--- src/rtl/sim_run_controller.sv ---
// sim_run_controller: sequences core/derived reset release, gates run enable with pause/step,
// counts enabled cycles and turns a finish request into a drained, sticky finish.
module sim_run_controller #(
    parameter int RESET_CYCLES = 20,
    parameter int DERIVED_LAG  = 4,
    parameter int DRAIN_CYCLES = 8,
    parameter int COUNT_WIDTH  = 32
) (
    input  logic                   CLK,
    input  logic                   RST_N,
    input  logic                   finish_req,
    input  logic                   pause,
    input  logic                   step,
    output logic                   core_rst_n,
    output logic                   derived_rst_n,
    output logic                   run_en,
    output logic [COUNT_WIDTH-1:0] cycle_count,
    output logic                   finish,
    output logic [2:0]             state
);
    localparam int MAX_LEN = (RESET_CYCLES > DERIVED_LAG ? (RESET_CYCLES > DRAIN_CYCLES ? RESET_CYCLES : DRAIN_CYCLES)
                                                         : (DERIVED_LAG > DRAIN_CYCLES ? DERIVED_LAG : DRAIN_CYCLES));
    localparam int CW = MAX_LEN > 1 ? $clog2(MAX_LEN) : 1;
    localparam logic [CW-1:0] HOLD_LAST  = CW'(RESET_CYCLES - 1);
    localparam logic [CW-1:0] LAG_LAST   = CW'(DERIVED_LAG - 1);
    localparam logic [CW-1:0] DRAIN_LAST = CW'(DRAIN_CYCLES - 1);
    typedef enum logic [2:0] {HOLD = 3'd0, LAG = 3'd1, RUN = 3'd2, DRAIN = 3'd3, DONE = 3'd4} state_t;
    state_t        st;
    logic [CW-1:0] cnt;
    logic          finish_pending;
    assign state = st;
    always_ff @(posedge CLK or negedge RST_N) begin
        if (!RST_N) begin
            st             <= HOLD;
            cnt            <= '0;
            finish_pending <= 1'b0;
            core_rst_n     <= 1'b0;
            derived_rst_n  <= 1'b0;
            run_en         <= 1'b0;
            cycle_count    <= '0;
            finish         <= 1'b0;
        end else begin
            if (run_en)
                cycle_count <= cycle_count + COUNT_WIDTH'(1);
            case (st)
                HOLD: begin
                    if (finish_req)
                        finish_pending <= 1'b1;
                    if (cnt == HOLD_LAST) begin
                        cnt        <= '0;
                        core_rst_n <= 1'b1;
                        if (DERIVED_LAG == 0) begin
                            derived_rst_n <= 1'b1;
                            st            <= RUN;
                        end else
                            st <= LAG;
                    end else
                        cnt <= cnt + CW'(1);
                end
                LAG: begin
                    if (finish_req)
                        finish_pending <= 1'b1;
                    if (cnt == LAG_LAST) begin
                        cnt           <= '0;
                        derived_rst_n <= 1'b1;
                        st            <= RUN;
                    end else
                        cnt <= cnt + CW'(1);
                end
                RUN: begin
                    if (finish_req || finish_pending) begin
                        finish_pending <= 1'b0;
                        cnt            <= '0;
                        if (DRAIN_CYCLES == 0) begin
                            st     <= DONE;
                            run_en <= 1'b0;
                            finish <= 1'b1;
                        end else begin
                            st     <= DRAIN;
                            run_en <= 1'b1;
                        end
                    end else
                        run_en <= !pause || step;
                end
                DRAIN: begin
                    if (cnt == DRAIN_LAST) begin
                        st     <= DONE;
                        run_en <= 1'b0;
                        finish <= 1'b1;
                    end else begin
                        cnt    <= cnt + CW'(1);
                        run_en <= 1'b1;
                    end
                end
                default: begin
                    run_en <= 1'b0;
                    finish <= 1'b1;
                end
            endcase
        end
    end
endmodule

--- config.mk ---
export PLATFORM = sky130hd
export DESIGN_NAME = sim_run_controller
export DESIGN_NICKNAME = d
export VERILOG_FILES = /design/src/rtl/sim_run_controller.sv
export SDC_FILE = /design/constraint.sdc
export NUM_CORES = 1
export LEC_CHECK = 0
export ABC_CLOCK_PERIOD_IN_PS = 3500
export CAP_MARGIN = 10
export CORE_MARGIN = 2
export CORE_UTILIZATION = 45
export DETAILED_ROUTE_END_ITERATION = 7
export PLACE_DENSITY_LB_ADDON = 0.15
export SLEW_MARGIN = 20
export SYNTH_ARGS = -nofsm -noshare
export SYNTH_HDL_FRONTEND = slang
export SYNTH_SLANG_ARGS = --single-unit
--- constraint.sdc ---
create_clock -name CLK -period 3.5 [get_ports CLK]
set_input_delay 1.05 -clock CLK [delete_from_list [all_inputs] [get_ports CLK]]
set_output_delay 1.05 -clock CLK [all_outputs]
set_load 0.01 [all_outputs]
=== Yosys cells after proc, flatten, opt, wreduce, memory -nomap -nowiden ===
Index checks and enable logic that the tools add are counted.

* Bits in registers: 45
* Word-level logic and storage cells: 55

* $add $sub $neg: 2
* Reductions and logical operators: 14
* Muxes and demuxes: 18
* Bitwise logic cells: 1
* Eq/ne operators: 12

{| class="wikitable"
|+ Operators with widths
! kind !! count
|-
| $add A32 B1 Y32 const B || 1
|-
| $mux W5 || 4
|-
| $pmux W5 S4 || 1
|-
| $mux W3 || 4
|-
| $pmux W3 S4 || 1
|-
| $ne A2 B2 Y1 const B || 5
|-
| $eq A3 B2 Y1 const B || 2
|-
| $reduce_and A2 Y1 || 3
|-
| $reduce_and A3 Y1 || 2
|-
| $add A5 B1 Y5 const B || 1
|-
| $eq A5 B2 Y1 const B || 1
|-
| $eq A5 B3 Y1 const B || 1
|-
| $eq A5 B5 Y1 const B || 1
|-
| $mux W1 || 5
|-
| $reduce_and A5 Y1 || 1
|-
| $pmux W1 S2 || 2
|-
| $reduce_bool A4 Y1 || 1
|-
| $eq A3 B1 Y1 const B || 1
|-
| $logic_not A3 Y1 || 1
|-
| $pmux W1 S3 || 1
|-
| $reduce_or A3 Y1 || 1
|-
| $logic_or A1 B1 Y1 || 2
|-
| $ne A2 B1 Y1 const B || 1
|-
| $reduce_bool A2 Y1 || 1
|-
| other kinds (3) || 3
|}

=== Longest topological paths before layout ===
Gate-level depths: netlist of the first run.

* Depth after elaboration: 4
* Depth in mapped cells: 6
* Gate-level depth less buffers: 5

=== Worst setup path before layout of the first run ===
OpenSTA, ideal clock, no wires.

* Path type: input to register
* From: input finish_req
* To: register cnt[3]
* Stages: 4
* Data arrival time: 1.999 ns
* Required time: 3.363 ns
* Library setup time: 0.137 ns
* Buffers on the path: 0
* Setup slack: 1.364 ns
* Cells stage by stage: nor4b_1 > a311oi_1 > o211ai_1 > o211ai_1

* Word-level cells in the longest chain between the ends: 3

{| class="wikitable"
|+ Ends and longest elaborated chain
! element !! line !! RTL
|-
| start: declaration || 11 || <nowiki>input logic finish_req,</nowiki>
|-
| $logic_or A1 B1 Y1 || 71 || <nowiki>if (finish_req || finish_pending) begin</nowiki>
|-
| $ne A2 B2 Y1 (no line) || -- ||
|-
| $reduce_and A3 Y1 (no line) || -- ||
|-
| end signal: assignment || 58 || <nowiki>cnt <= cnt + CW'(1);</nowiki>
|-
| end signal: assignment || 68 || <nowiki>cnt <= cnt + CW'(1);</nowiki>
|-
| end signal: assignment || 91 || <nowiki>cnt <= cnt + CW'(1);</nowiki>
|-
| end: declaration || 29 || <nowiki>logic [CW-1:0] cnt;</nowiki>
|}

No other way between the ends.
A chain may end at the register's enable or synchronous reset.

=== Worst setup path in the final report of the first run ===
Same ends and word-level chain as after synthesis.

==> results of run 1 <==
==> logic make-up after synthesis <==
family	Yosys count
simple gates	83
flops	45
xor+xnor	31
compound gates	23
buf+inv	14
mux	2
fa+ha+maj	2
==> synthesized netlist by cell type, types with 4 or more instances <==
cell	number
a21oi_1	5
dfrtp_1	45
inv_1	6
nand2_1	20
nand3_1	12
nand4_1	8
nor2_1	6
nor3_1	7
o21ai_0	7
or2_2	4
xnor2_1	17
xor2_1	14
==> layer usage <==
| metal | track usage | routed length (µm) | vias up |
|---|---|---|---|
| li1 | - | - | 788 |
| met1 | 0.226 | 1890 | 778 |
| met5 | 0 | 0 | - |
| met3 | 0.0329 | 164 | 5 |
| met4 | 0.0424 | 36 | 0 |
| met2 | 0.264 | 2040 | 39 |
==> worst max-delay path, delay by kind of cell <==
| kind | cells | cell delay [ns] |
|---|---|---|
| and+or+nand+nor | 1 | 0.68 |
| AOI/OAI and AO/OA | 3 | 0.57 |
| buffers and inverters | 1 | 0.43 |
==> how the worst max path moves through the flow <==
stage,slack [ns],end
floorplan,1.36,cnt[3]$_DFFE_PN0P_
global placement,0.68,cnt[3]$_DFFE_PN0P_
detailed placement,0.63,cnt[3]$_DFFE_PN0P_
CTS,0.93,state[2]
global route,0.66,cnt[1]$_DFFE_PN0P_
finish,0.92,cnt[3]$_DFFE_PN0P_
==> registers in the layout, indices dropped and copies added (netlist names) <==
| register | count |
|---|---|
| cnt | 5 |
| core_rst_n | 1 |
| cycle_count | 32 |
| derived_rst_n | 1 |
| finish | 1 |
| finish_pending | 1 |
| run_en | 1 |
| state | 3 |
==> per-stage QoR <==
stage	worst slack (ns)	hold WS [ns]	instances	total power, µW	instance area, µm²
floorplan	1.36	0.478	200	530	2190
global placement	0.677	0.451	289	545	2640
detailed placement	0.633	0.445	289	545	2640
CTS	0.934	0.469	297	950	2760
global route	0.664	0.498	297	973	2760
finish	0.920	0.464	297	934	2760
==> cell type report <==
class,count,area [µm²],area share
tap,54,67.6,0.0244
inverter,6,22.5,0.00815
sequential,45,1130,0.407
timing repair buffer,43,428,0.155
clock buffer,6,82.6,0.0299
multi-input combinational,141,1000,0.362
clock inverter,2,37.5,0.0136
==> power groups by stage <==
| stage | registers [µW] | logic (µW) | clock network (µW) |
|---|---|---|---|
| floorplan | 530 | 0.542 | 0 |
| global placement | 530 | 15.1 | 0 |
| detailed placement | 530 | 15.1 | 0 |
| CTS | 519 | 15.0 | 416 |
| global route | 519 | 17.2 | 437 |
| finish | 519 | 14.2 | 401 |
==> impl_metrics.ini, run 1 <==
[synthesis]
number_of_standard_cells_after_synthesis = 200
post-synth-top-area-cell = dfrtp_1
synth.cell_area_um2 = 2190
share_of_synthesized_registers_carrying_an_async_set_or_reset = 1.00
main_combinational_cell_family_by_area_after_synthesis = simple AND/OR/NAND/NOR gates
synthXorXnorAreaFrac = 0.124
synth-seq-area-share = 0.514
most_instantiated_flip_flop_cell_in_the_synthesis_netlist = dfrtp_1
synth.net_count = 207
synth.distinct_cells = 44
netlist_top_cells_area = dfrtp_1, xnor2_1, xor2_1
synth_top_area_share = 0.514
synth_simple_gate_area_share = 0.245
synth-edff-count = 0
synth_fa_ha_area_frac = 0.0114
average_footprint_of_a_synthesized_cell_um2 = 10.9
synth.mux.area_fraction = 0.00971
synth.yosys.warnings = 0
flip_flop_and_latch_count_after_synthesis = 45
compound_cell_area_share_of_the_yosys_netlist = 0.0669

[worst_setup_path]
worst_setup_path_start_kind = primary input
setup.worst_path.end_class = flop
crit-reg2reg-launch = cnt[0]$_DFFE_PN0P_
worst_path_most_repeated_cell = o211ai_1
timing.critical_path.from = finish_req
path_class = primary input to flop
critical_register_to_register_path_endpoint = cnt[3]$_DFFE_PN0P_
crit_path_cell_trace = clkdlybuf4s50_1 > nor4b_1 > a311oi_1 > o211ai_1 > o211ai_1
r2r_slack_ns = 1.41
cp_slowest_cell = nor4b_1
worst_path_largest_cell_delay_ns = 0.68
worst-endpoint-required_ns = 3.66
critPathArrivalTime_ns = 2.74
cp_max_fo = 5
worst_r2r_path_depth = 5

[sta]
slew_at_the_pin_with_the_worst_max_slew_slack_ns = 0.804
report.final.slew_viol_count = 0
layout_min_cycle_time_ns = 2.58
finalHoldViolCount = 0
tns_ns = 0
maxSlewHeadroom = 0.456
fin_crit_sh = 0.737
grt_setup_unrepaired = no
skew_ns = 0.00561
report.final.setup_viol = 0
max_freq_ghz = 0.388

[clocking]
numClockSinks = 45
path_clk_slew_ns = 0.08
cts.path.max_buffers = 2
clock_tree.htree_level_count = 2
post_cts_buffers = 0
cts_inserted_buffers = 5
holdBufCountCts = 0
insertion_delay_ns = 0.29
clock_tree_root_driver_cell = clkbuf_8
cts_tree = yes
ctsResizeCount = 0

[drt]
vias_per_cell = 5.42
first_pass_iters = 4
postRouteAntennaNets = 0
totalWireLength_um = 4130
vias = 1610
drc_errors = 0
wl_per_cell_um = 13.9
drt_iter0_drc = 104

[final_layout]
layout.core_utilization = 0.589
layout_commonest_cell = dfrtp_1
nNetsFinal = 249
layout.cells.most_common_list = dfrtp_1, clkdlybuf4s50_1, nand2_1
diodes = 0
fillerInstances = 429
final_layout_size_suffix_gt1_frac = 0.0947
synthToLayoutAreaGrowth_pct = 26.2

[grt]
grt_first_pass_wirelength_um = 7010
global_route.usage.total = 0.164
grt_pass1_vias = 1475
grt-ovfl-total = 0
initial_antenna_violation_count = 0
pin_count_of_the_biggest_net_entering_global_routing = 46

[power]
p_clk_frac = 0.429
cellInternalPower_uw = 755
power.share.combinational = 0.015
part_of_the_power_in_registers = 0.556
switchingPower_uw = 179
power.ir.vdd_worst_uv = 196
swShare = 0.192
p_leak_uw = 0.00119
powerDensity_nw_per_um2 = 338

[place]
post-dp-hpwl_um = 2970
routability_congestion_estimate = 0.793
port_buffers = 43

[die]
design.core.area_um2 = 4690
core.rowCount = 25
die_area_um2 = 5440
ioPinCount = 44
initial_utilization = 0.467
die_width_um = 73.8
die_h_um = 73.8

[hold_path]
worstHoldStart = derived_rst_n$_DFFE_PN0P_
min_to = derived_rst_n$_DFFE_PN0P_
hold_wc_path_type = flop to flop
hold-path-cell-count = 1

[flow_run]
drv_cap = 0

[status]
run_status = finished clean
(Power assumes the default switching activity.)
==> inputs of run 2 (changes only) <==
--- a/config.mk
+++ b/config.mk
@@ -5,7 +5,7 @@
 export SDC_FILE = /design/constraint.sdc
 export NUM_CORES = 1
 export LEC_CHECK = 0
-export ABC_CLOCK_PERIOD_IN_PS = 3500
+export ABC_CLOCK_PERIOD_IN_PS = 2200
 export CAP_MARGIN = 10
 export CORE_MARGIN = 2
 export CORE_UTILIZATION = 45
==> constraint.sdc (replaced) <==
create_clock -name CLK -period 2.2 [get_ports CLK]
set_input_delay 0.66 -clock CLK [delete_from_list [all_inputs] [get_ports CLK]]
set_output_delay 0.66 -clock CLK [all_outputs]
set_load 0.01 [all_outputs]
==> impl_metrics.ini, run 2 (same netlist as run 1, synthesis figures left out) <==
[status]
run_status = finished clean

[clocking]
path_clk_slew_ns = 0.08
post_cts_buffers = 0
insertion_delay_ns = 0.29
cts.path.max_buffers = 2
clock_tree.htree_level_count = 2
holdBufCountCts = 0
clock_tree_root_driver_cell = clkbuf_8
numClockSinks = 45
cts_inserted_buffers = 5
ctsResizeCount = 0
cts_tree = yes

[drt]
wl_per_cell_um = 13.8
totalWireLength_um = 4190
first_pass_iters = 4
vias = 1594
drt_iter0_drc = 71
drc_errors = 0
vias_per_cell = 5.24
postRouteAntennaNets = 0

[flow_run]
drv_cap = 0

[worst_setup_path]
worst_path_largest_cell_delay_ns = 0.61
cp_max_fo = 8
cp_slowest_cell = clkdlybuf4s50_1
worst_r2r_path_depth = 5
setup.worst_path.end_class = output port
depth_of_the_critical_timing_path_with_buffers_and_inverters_included = 1
critPathArrivalTime_ns = 1.41
crit_path_cell_trace = clkdlybuf4s50_1
path_class = flop to output port
cp_num_buf_inv = 1
worst_path_dominant_cell_family = buffers and inverters
worst-endpoint-required_ns = 1.54
worst_setup_path_start_kind = flop

[grt]
grt_first_pass_wirelength_um = 7110
grt-ovfl-total = 0
global_route.usage.total = 0.168
pin_count_of_the_biggest_net_entering_global_routing = 30
initial_antenna_violation_count = 0
grt_pass1_vias = 1539

[die]
core.rowCount = 25
initial_utilization = 0.467
die_width_um = 73.8
die_h_um = 73.8
design.core.area_um2 = 4690
die_area_um2 = 5440
ioPinCount = 44

[place]
post-dp-hpwl_um = 3110
routability_congestion_estimate = 0.785
preCtsSetupSlack_ns = 0.0962
port_buffers = 43

[power]
powerDensity_nw_per_um2 = 487
power.ir.vdd_worst_uv = 247
total_power_uw = 1360
p_leak_uw = 0.00122

[sta]
maxSlewHeadroom = 0.576
layout_min_cycle_time_ns = 2.07
report.final.slew_viol_count = 0
whs_ns = 0.383
tns_ns = 0
report.final.setup_viol = 0
skew_ns = 0.00637
finalHoldViolCount = 0
fin_crit_sh = 0.942
max_freq_ghz = 0.483
slew_at_the_pin_with_the_worst_max_slew_slack_ns = 0.636
grt_setup_unrepaired = no
final.setup.worst_slack_ns = 0.129

[final_layout]
layout.cells.most_common_list = dfrtp_1, clkdlybuf4s50_1, nand2_1
diodes = 0
fillerInstances = 415
nNetsFinal = 257
layout_commonest_cell = dfrtp_1
final_layout_size_suffix_gt1_frac = 0.120
largest_reg_flops = 32
synthToLayoutAreaGrowth_pct = 27.5
register_area_um2 = 1130
regMostFlops = cycle_count
multiInputGateArea_um2 = 1000

[hold_path]
hold_wc_path_type = primary input to asynchronous set/reset pin
## run 2: metrics by stage
step / instance area, µm² / std cells / utilization
finish: 2790 / 304 / 0.595
global route: 2790 / 304 / 0.595
CTS: 2790 / 304 / 0.595
detailed placement: 2700 / 297 / 0.576
global placement: 2700 / 297 / 0.576
floorplan: 2190 / 200 / -
## run 2: final timing paths
kind,start,to,slack [ns]
worst min register to register,core_rst_n$_DFFE_PN0P_,core_rst_n$_DFFE_PN0P_,0.47
min in group CLK,core_rst_n$_DFFE_PN0P_,core_rst_n$_DFFE_PN0P_,0.47
max in group asynchronous,RST_N,state[2]$_DFFE_PN0P_,1.24
worst max-delay path,cycle_count[16]$_DFFE_PN0P_,cycle_count[16],0.13
worst max register to register,cnt[0]$_DFFE_PN0P_,cnt[3]$_DFFE_PN0P_,0.43
worst min-delay path,RST_N,cycle_count[24]$_DFFE_PN0P_,0.38
## run 2: area by class of cell
cell class                      count  share of cell area
Sequential cell                    45               0.403
Multi-Input combinational cell    141               0.358
Timing Repair Buffer               51               0.174
Clock buffer                        6              0.0296
Tap cell                           54              0.0242
Inverter                            6             0.00807
Clock inverter                      1             0.00269
## run 2: per-layer routing
| layer | global-route usage | vias up | share of wire |
|---|---|---|---|
| li1 | - | 806 | - |
| met1 | 0.218 | 755 | 0.47 |
| met2 | 0.281 | 28 | 0.49 |
| met3 | 0.0412 | 5 | 0.040 |
| met4 | 0.0465 | 0 | 0.0065 |
| met5 | 0 | - | 0 |
## run 2: where the power goes
| group | switching, µW | internal (µW) | total [µW] |
|---|---|---|---|
| registers | 0 | 826 | 826 |
| clock network | 261 | 248 | 509 |
| logic | 16.9 | 8.23 | 25.2 |
==> inputs of run 3 (changes only) <==
--- a/config.mk
+++ b/config.mk
@@ -10,6 +10,8 @@
 export CORE_MARGIN = 2
 export CORE_UTILIZATION = 45
 export DETAILED_ROUTE_END_ITERATION = 7
+export GPL_TIMING_DRIVEN = 0
+export HOLD_SLACK_MARGIN = 0.05
 export PLACE_DENSITY_LB_ADDON = 0.15
 export SLEW_MARGIN = 20
 export SYNTH_ARGS = -nofsm -noshare
==> impl_metrics.ini, run 3 (same netlist as run 1, synthesis figures left out) <==
[status]
run_status = finished clean

[worst_setup_path]
worst-endpoint-required_ns = 1.54
path_class = flop to output port
crit-reg2reg-launch = cnt[0]$_DFFE_PN0P_
critPathArrivalTime_ns = 1.38
timing.critical_path.from = cycle_count[6]$_DFFE_PN0P_
cp_slowest_cell = clkdlybuf4s50_1
crit_path_cell_trace = clkdlybuf4s50_1
cp_num_buf_inv = 1
setup.worst_path.end_class = output port
cp_max_fo = 6
worst_setup_path_start_kind = flop
worst_path_dominant_cell_family = buffers and inverters
worst_path_largest_cell_delay_ns = 0.59

[clocking]
numClockSinks = 45
clock_tree_root_driver_cell = clkbuf_8
post_cts_buffers = 0
cts_tree = yes
clock_tree.htree_level_count = 2
holdBufCountCts = 0
cts.path.max_buffers = 2
cts_inserted_buffers = 5
path_clk_slew_ns = 0.09
insertion_delay_ns = 0.30

[die]
initial_utilization = 0.467
core.rowCount = 25
design.core.area_um2 = 4690
ioPinCount = 44
die_area_um2 = 5440
die_width_um = 73.8
die_h_um = 73.8

[sta]
whs_ns = 0.322
slew_at_the_pin_with_the_worst_max_slew_slack_ns = 0.534
maxSlewHeadroom = 0.641
finalHoldViolCount = 0
fin_crit_sh = 0.925
max_freq_ghz = 0.491
skew_ns = 0.00855
layout_min_cycle_time_ns = 2.04
report.final.setup_viol = 0
report.final.slew_viol_count = 0
final.setup.worst_slack_ns = 0.164
grt_setup_unrepaired = no

[grt]
global_route.usage.total = 0.175
grt-ovfl-total = 0
grt_first_pass_wirelength_um = 7350
initial_antenna_violation_count = 0
pin_count_of_the_biggest_net_entering_global_routing = 26
grt_pass1_vias = 1592

[final_layout]
layout_commonest_cell = dfrtp_1
layout.core_utilization = 0.596
post-route-cell-area_um2 = 2800
regMostFlops = cycle_count
synthToLayoutAreaGrowth_pct = 27.8
nNetsFinal = 258
layout.cells.most_common_list = dfrtp_1, clkdlybuf4s50_1, nand2_1
final-instance-count-excl-fill = 306
fillerInstances = 425
final_layout_size_suffix_gt1_frac = 0.115
largest_reg_flops = 32
diodes = 0

[power]
p_leak_uw = 0.00122
swShare = 0.215
p_clk_frac = 0.366
switchingPower_uw = 290
power.share.combinational = 0.020
part_of_the_power_in_registers = 0.614
power.ir.vdd_worst_uv = 270
cellInternalPower_uw = 1060
powerDensity_nw_per_um2 = 481

[drt]
postRouteAntennaNets = 0
wl_per_cell_um = 14.2
totalWireLength_um = 4330
vias_per_cell = 5.44
vias = 1664
drc_errors = 0
first_pass_iters = 4
drt_iter0_drc = 94

[place]
place_inst = 298
routability_congestion_estimate = 0.854
preCtsSetupSlack_ns = -0.333
placed_area_um2 = 2700
port_buffers = 43
post-dp-hpwl_um = 3130

[flow_run]
drv_cap = 0

[hold_path]
hold_wc_path_type = primary input to asynchronous set/reset pin
run 3: changes by cell type in the layout (fill, tap and decap cells not counted), sizes merged:
cell and change:
buf -2, clkbuf +3, clkinvlp -1, clkinv +2
run 3: layout make-up:
type	instances	area, µm²	area share
Buffer	8	41.3	0.0148
Clock buffer	6	72.6	0.0259
Clock inverter	2	10.0	0.00358
Inverter	6	22.5	0.00805
Multi-Input combinational cell	141	1010	0.362
Sequential cell	45	1130	0.403
Tap cell	54	67.6	0.0242
Timing Repair Buffer	44	445	0.159
run 3: worst paths after layout:
check | slack (ns) | depth (start not counted) | to
max | 0.16 | 1 | cycle_count[6]
min | 0.32 | 1 | cycle_count[20]$_DFFE_PN0P_
max reg2reg | 0.24 | 5 | cnt[3]$_DFFE_PN0P_
min reg2reg | 0.47 | 1 | derived_rst_n$_DFFE_PN0P_
max in group asynchronous | 1.37 | 2 | cycle_count[10]$_DFFE_PN0P_
min in group CLK | 0.47 | 1 | derived_rst_n$_DFFE_PN0P_
run 3: stage by stage:
| stage | total power (µW) | setup TNS, ns |
|---|---|---|
| floorplan | 844 | 0 |
| global placement | 868 | -36.18 |
| detailed placement | 872 | -1.42 |
| CTS | 1370 | 0 |
| global route | 1400 | 0 |
| finish | 1350 | 0 |
run 3: repair_timing:
item / in CTS / in global routing
resized for setup: 1 / 1
pin swaps: 0 / 0
setup endpoints to repair: 3 / 2
run 3: routing by layer:
metal | GRT usage | vias up | share of wire
met5 | 0 | - | 0
met4 | 0.0545 | 0 | 0.011
met2 | 0.288 | 33 | 0.50
met1 | 0.229 | 819 | 0.45
li1 | - | 807 | -
met3 | 0.0412 | 5 | 0.036
run 3: power by group through the flow:
| stage | Sequential (µW) | Combinational [µW] | Clock [µW] |
|---|---|---|---|
| after CTS | 826 | 29.1 | 513 |
| after detailed placement | 843 | 29.2 | 0 |
| after floorplan | 843 | 0.862 | 0 |
| final | 826 | 27.1 | 493 |
| after global placement | 843 | 25.0 | 0 |
| after global routing | 826 | 31.5 | 544 |
